### src/rtl/add_rs_dispatch.sv
// Reservation station for the add/sub unit: holds pending ops, snoops the CDB for
// late operands and dispatches the oldest ready entry, one op in flight at a time.
module add_rs_dispatch #(
    parameter int NUM_ENTRIES = 3,
    parameter int DATA_W      = 32,
    parameter int TAG_W       = 3
) (
    input  logic                               clk1,
    input  logic                               rst_n,
    input  logic                               issue_valid,
    output logic                               issue_ready,
    input  logic [6:0]                         issue_fun7,
    input  logic [TAG_W-1:0]                   issue_des,
    input  logic                               issue_rdy1,
    input  logic [DATA_W-1:0]                  issue_data1,
    input  logic [TAG_W-1:0]                   issue_tag1,
    input  logic                               issue_rdy2,
    input  logic [DATA_W-1:0]                  issue_data2,
    input  logic [TAG_W-1:0]                   issue_tag2,
    input  logic                               cdb_valid,
    input  logic [TAG_W-1:0]                   cdb_tag,
    input  logic [DATA_W-1:0]                  cdb_data,
    output logic                               fla,
    output logic [DATA_W-1:0]                  data1,
    output logic [DATA_W-1:0]                  data2,
    output logic [TAG_W-1:0]                   des,
    output logic [6:0]                         fun7,
    input  logic                               fu_done,
    output logic [$clog2(NUM_ENTRIES+1)-1:0]   occupancy,
    output logic                               err_fun7
);

    localparam int OCC_W = $clog2(NUM_ENTRIES + 1);
    localparam int IDX_W = $clog2(NUM_ENTRIES);
    localparam logic [6:0] FUN_ADD = 7'b0000000;
    localparam logic [6:0] FUN_SUB = 7'b0100000;

    typedef enum logic {IDLE, BUSY} state_t;

    function automatic logic legal_fun7(input logic [6:0] f);
        return (f == FUN_ADD) || (f == FUN_SUB);
    endfunction

    state_t state_q, state_d;

    logic [NUM_ENTRIES-1:0] valid_q;
    logic [6:0]             e_fun7_q [NUM_ENTRIES];
    logic [TAG_W-1:0]       e_des_q  [NUM_ENTRIES];
    logic                   rdy1_q   [NUM_ENTRIES];
    logic [DATA_W-1:0]      val1_q   [NUM_ENTRIES];
    logic [TAG_W-1:0]       tag1_q   [NUM_ENTRIES];
    logic                   rdy2_q   [NUM_ENTRIES];
    logic [DATA_W-1:0]      val2_q   [NUM_ENTRIES];
    logic [TAG_W-1:0]       tag2_q   [NUM_ENTRIES];
    // Age is the entry's position in program order among valid entries, 0 = oldest.
    logic [IDX_W-1:0]       age_q    [NUM_ENTRIES];

    logic             free_found;
    logic [IDX_W-1:0] free_idx;
    logic             sel_found;
    logic [IDX_W-1:0] sel_idx;
    logic [IDX_W-1:0] sel_age;
    logic [OCC_W-1:0] occ_c;
    logic             issue_fire;
    logic             alloc;
    logic             disp_en;
    logic [IDX_W-1:0] alloc_age;
    logic             in_rdy1, in_rdy2;
    logic [DATA_W-1:0] in_val1, in_val2;

    assign issue_ready = ~&valid_q;
    assign occupancy   = occ_c;
    assign issue_fire  = issue_valid && issue_ready;
    assign alloc       = issue_fire && legal_fun7(issue_fun7);

    // Issue-cycle bypass from the CDB for operands not yet ready.
    assign in_rdy1 = issue_rdy1 || (cdb_valid && (cdb_tag == issue_tag1));
    assign in_rdy2 = issue_rdy2 || (cdb_valid && (cdb_tag == issue_tag2));
    assign in_val1 = issue_rdy1 ? issue_data1 : cdb_data;
    assign in_val2 = issue_rdy2 ? issue_data2 : cdb_data;

    always_comb begin
        free_found = 1'b0;
        free_idx   = '0;
        for (int i = 0; i < NUM_ENTRIES; i++) begin
            if (!valid_q[i] && !free_found) begin
                free_found = 1'b1;
                free_idx   = IDX_W'(i);
            end
        end
    end

    always_comb begin
        sel_found = 1'b0;
        sel_idx   = '0;
        sel_age   = '0;
        for (int i = 0; i < NUM_ENTRIES; i++) begin
            if (valid_q[i] && rdy1_q[i] && rdy2_q[i] &&
                (!sel_found || (age_q[i] < sel_age))) begin
                sel_found = 1'b1;
                sel_idx   = IDX_W'(i);
                sel_age   = age_q[i];
            end
        end
    end

    always_comb begin
        occ_c = '0;
        for (int i = 0; i < NUM_ENTRIES; i++) begin
            occ_c = occ_c + OCC_W'(valid_q[i]);
        end
    end

    // A new entry lands behind every survivor, so its age is the surviving count.
    assign alloc_age = IDX_W'(occ_c - OCC_W'(disp_en));

    // FSM: state register
    always_ff @(posedge clk1) begin
        if (!rst_n) begin
            state_q <= IDLE;
        end else begin
            state_q <= state_d;
        end
    end

    // FSM: next state
    always_comb begin
        state_d = state_q;
        case (state_q)
            IDLE:    if (sel_found) state_d = BUSY;
            BUSY:    if (fu_done)   state_d = IDLE;
            default: state_d = IDLE;
        endcase
    end

    // FSM: outputs
    always_comb begin
        disp_en = 1'b0;
        if (state_q == IDLE) begin
            disp_en = sel_found;
        end
    end

    // Entry storage: free on dispatch, snoop CDB, allocate on issue
    always_ff @(posedge clk1) begin
        if (!rst_n) begin
            valid_q <= '0;
        end else begin
            for (int i = 0; i < NUM_ENTRIES; i++) begin
                if (disp_en && (sel_idx == IDX_W'(i))) begin
                    valid_q[i] <= 1'b0;
                end else if (valid_q[i]) begin
                    if (!rdy1_q[i] && cdb_valid && (cdb_tag == tag1_q[i])) begin
                        rdy1_q[i] <= 1'b1;
                        val1_q[i] <= cdb_data;
                    end
                    if (!rdy2_q[i] && cdb_valid && (cdb_tag == tag2_q[i])) begin
                        rdy2_q[i] <= 1'b1;
                        val2_q[i] <= cdb_data;
                    end
                    if (disp_en && (age_q[i] > sel_age)) begin
                        age_q[i] <= age_q[i] - IDX_W'(1);
                    end
                end
                if (alloc && (free_idx == IDX_W'(i))) begin
                    valid_q[i]  <= 1'b1;
                    e_fun7_q[i] <= issue_fun7;
                    e_des_q[i]  <= issue_des;
                    rdy1_q[i]   <= in_rdy1;
                    val1_q[i]   <= in_val1;
                    tag1_q[i]   <= issue_tag1;
                    rdy2_q[i]   <= in_rdy2;
                    val2_q[i]   <= in_val2;
                    tag2_q[i]   <= issue_tag2;
                    age_q[i]    <= alloc_age;
                end
            end
        end
    end

    // Dispatch registers toward the adder
    always_ff @(posedge clk1) begin
        if (!rst_n) begin
            fla      <= 1'b0;
            data1    <= '0;
            data2    <= '0;
            des      <= '0;
            fun7     <= '0;
            err_fun7 <= 1'b0;
        end else begin
            fla      <= disp_en;
            err_fun7 <= issue_fire && !legal_fun7(issue_fun7);
            if (disp_en) begin
                data1 <= val1_q[sel_idx];
                data2 <= val2_q[sel_idx];
                des   <= e_des_q[sel_idx];
                fun7  <= e_fun7_q[sel_idx];
            end
        end
    end

endmodule

### config.mk
export PLATFORM = sky130hd
export DESIGN_NAME = add_rs_dispatch
export DESIGN_NICKNAME = d
export VERILOG_FILES = /design/src/rtl/add_rs_dispatch.sv
export SDC_FILE = /design/constraint.sdc
export NUM_CORES = 1
export LEC_CHECK = 0
export CAP_MARGIN = 20
export CORE_MARGIN = 2
export CORE_UTILIZATION = 50
export CTS_BUF_LIST = sky130_fd_sc_hd__clkbuf_4 sky130_fd_sc_hd__clkbuf_8 sky130_fd_sc_hd__clkbuf_16
export DETAILED_ROUTE_END_ITERATION = 10
export PLACE_DENSITY = 0.72
export SYNTH_ARGS = -nofsm -noshare
export SYNTH_HDL_FRONTEND = slang
export SYNTH_SLANG_ARGS = --single-unit
export TNS_END_PERCENT = 100
### constraint.sdc
create_clock -name clk1 -period 10.57 [get_ports clk1]
set_clock_uncertainty 0.15 [all_clocks]
set_input_delay 1.057 -clock clk1 [delete_from_list [all_inputs] [get_ports clk1]]
set_output_delay 1.057 -clock clk1 [all_outputs]
set_load 0.05 [all_outputs]
==> run metrics <==
EDFF count, synth=250; Die X=177 microns; met3 track demand over resource=0.0447; initial antenna violation count=3; Setup CP Type=flop to flop; Seq/Total Area, Yosys=0.612; clock buffer depth=3; critical path fanouts, max=100; CTS root buf=clkbuf_16; RSZ-0062 raised after global routing=no; share of layout cells above drive strength 1=0.213; DRC=0; Setup crit end kind=flop; most frequent cells in the layout=250 x edfxtp_1, 239 x nand2_1, 200 x clkdlybuf4s50_1; core area=0.0296 sq mm; xor/xnor share of the synthesized area=0.0164; post-route minimum period=5480 ps; Syn Inst Count=1191; pwr dens=150 mW/mm^2; Slew @ Worst Pin=1080 ps; min-delay src=data1[25]; Hold Crit Depth=2; Slew HR=0.279; Pleak=6.54 nW; most common cell after layout, fill and taps aside=edfxtp_1; clock sink total=332; DR vias=10003; CTS tree=yes; r2r setup slk=5090 ps; Synth Net Count=1321; Clock transition at path regs=60 ps; #FFs+latches synth=332; worst endpoint required time=10650 ps; post-CTS sizing=0; clock latency on the worst-skew pair=510 ps; Final Cycle Share=0.518; die span in y=177 microns; VDD IR-drop max=0.0984 mV; average size of a mapped cell=12.5 sq um; Fmax=182 MHz; wire length per cell=21.0 microns; Port-buffer cells=200; post-synthesis mux area share=0.155; remaining antenna violation count=0; Register-to-Register Path Depth=17; RR Endpoint=age_q[0][0]; met1 Track Usage GR=0.311; Post-Synth Adder-Cell Area=0.00787; nets@finish=1499; Area Overhead vs Synth=23.4%; gr usage total=0.242; die area=0.0313 sq mm; Netlist cell types=54; global route total overflow=0; synthesis warning total=0; Iter 0 DRT Violations=712; number of H-tree levels=2; Post-Synth Simple-Gate Area=0.113; WL final=37600 microns; Vias per Instance=5.59; Synth async-reset ratio=0; total CTS buffers=36; hold buffers post-CTS=0; final setup violation count=0; Tightest Hold Check Type=flop to flop; setup TNS=0 ps; met2 Usage GRT=0.422; crit path from=valid_q[0]; Total Power=0.00276 W; Setup Buffers After CTS=0; FP Rows=63; Primary FF master, synth=edfxtp_1; largest family of logic cells by synthesized area=multiplexers; first-pass iteration count of the detailed router=5; number of max-cap violations=0; Initial Util=0.505; first-pass GRT wire length=57700 microns; Routability Congestion=0.872; Slew Viols, Final=0; Worst setup SP type=flop; Worst R2R Start=valid_q[0]; number of global-route vias before repair=10055; final count of hold timing violations=0; Cell Area, Synth=0.0149 sq mm; Worst Path Arrival=5560 ps; hpwl dp=22200 microns; status=finished, final reports clean; largest net degree at the start of global routing=101; compound-gate portion of the synthesized area=0.0670; worst hold endpoint=data1[25]; GRT busiest layer=met2; # IOs=201
## worst max path at each step
stage,to,slack [ps]
4_1_cts,age_q[0][0],5160
6_report,age_q[0][0],5090
5_1_grt,age_q[0][0],4780
3_5_place_dp,age_q[0][0],5200
2_1_floorplan,rdy2_q[1],5760
3_3_place_gp,age_q[0][0],5390
## critical path, cell delays in order (launching register included)
cell      delay (ps)
dfxtp_1          530
and3_1           380
nand2_1          100
ha_1             310
inv_1             50
o21ai_1          330
o21ai_4          100
a32oi_1          290
ha_1             260
nor2_1            60
o21bai_1         160
o41a_4           550
buf_4            780
o21ai_0          220
ha_1             360
a21oi_1           60
a211oi_1         180
a31o_2           210
## per-layer routing
metal	routed length (microns)	up-vias	share of wire
li1	-	4692	-
met1	15600	4918	0.42
met2	18600	332	0.50
met3	2520	59	0.067
met4	765	2	0.020
met5	11	-	0.00029
## area by class of cell
class | count | area (sq um)
timing repair buffer | 213 | 2100
multi-input combinational | 779 | 5500
sequential | 332 | 9150
antenna | 2 | 5.00
clock inverter | 15 | 100
tap | 390 | 488
clock buffer | 51 | 1070
inverter | 7 | 26.3
fill | 2343 | 11100
## registers in the layout, summed over array words and instances (netlist names), 3 cells and up
signal,cells
age_q,6
tag2_q,9
fun7,7
tag1_q,9
val2_q,96
val1_q,96
data2,32
rdy1_q,3
valid_q,3
data1,32
rdy2_q,3
e_des_q,9
e_fun7_q,21
des,3
## cells by family (layout without fill, tap and decap cells)
group	after synthesis	in the layout
AND/OR/NAND/NOR	363	363
flip-flops	332	332
multiplexers	196	196
AO/OA/AOI/OAI	183	183
buffers and inverters	80	286
XOR/XNOR	28	28
adder cells (fa/ha/maj)	9	9
other	0	2
## cells in the mapped netlist (2+ instances only)
library cell    n  area, sq um
buf_4           2         15.0
a41oi_1         2         17.5
inv_1           7         26.3
o31ai_1         4         30.0
and3_1         76          475
nor4_1          2         12.5
a41o_1          2         20.0
nor2_1         13         48.8
mux2_4         31          465
nand2_1       243          912
nand3_1        11         55.1
o21ai_0       112          561
a21oi_1         5         25.0
a31o_2          3         26.3
nor2b_1         3         18.8
ha_1            7         87.6
o21a_1          2         15.0
buf_6          10          113
mux2_2        161         1810
o21ai_1        43          215
mux2i_1         4         40.0
buf_2          18         90.1
edfxtp_1      250         7510
nand2_4         2         22.5
clkbuf_1       40          150
and2_4          2         17.5
dfxtp_1        82         1640
xnor2_1        28          245
## where the power goes
group	switching, W	internal, W	total (W)	leakage, nW
sequential	0.000000434	0.00140	0.00140	2.93
clock	0.000498	0.000730	0.00123	0.592
combinational	0.0000531	0.0000757	0.000129	3.02
total	0.000551	0.00221	0.00276	6.54
## per-stage QoR
stage               hold slack, ps  worst slack (ps)  instances  utilization  instance area, sq um
finish                         293              5090       1789        0.624                 18400
global route                   314              4780       1787        0.623                 18400
floorplan                      328              5760       1191            -                 14900
detailed placement             288              5200       1720        0.584                 17300
global placement               284              5390       1719        0.583                 17200
CTS                            296              5160       1786        0.623                 18400
No activity file was read; power rests on OpenSTA's default activity.
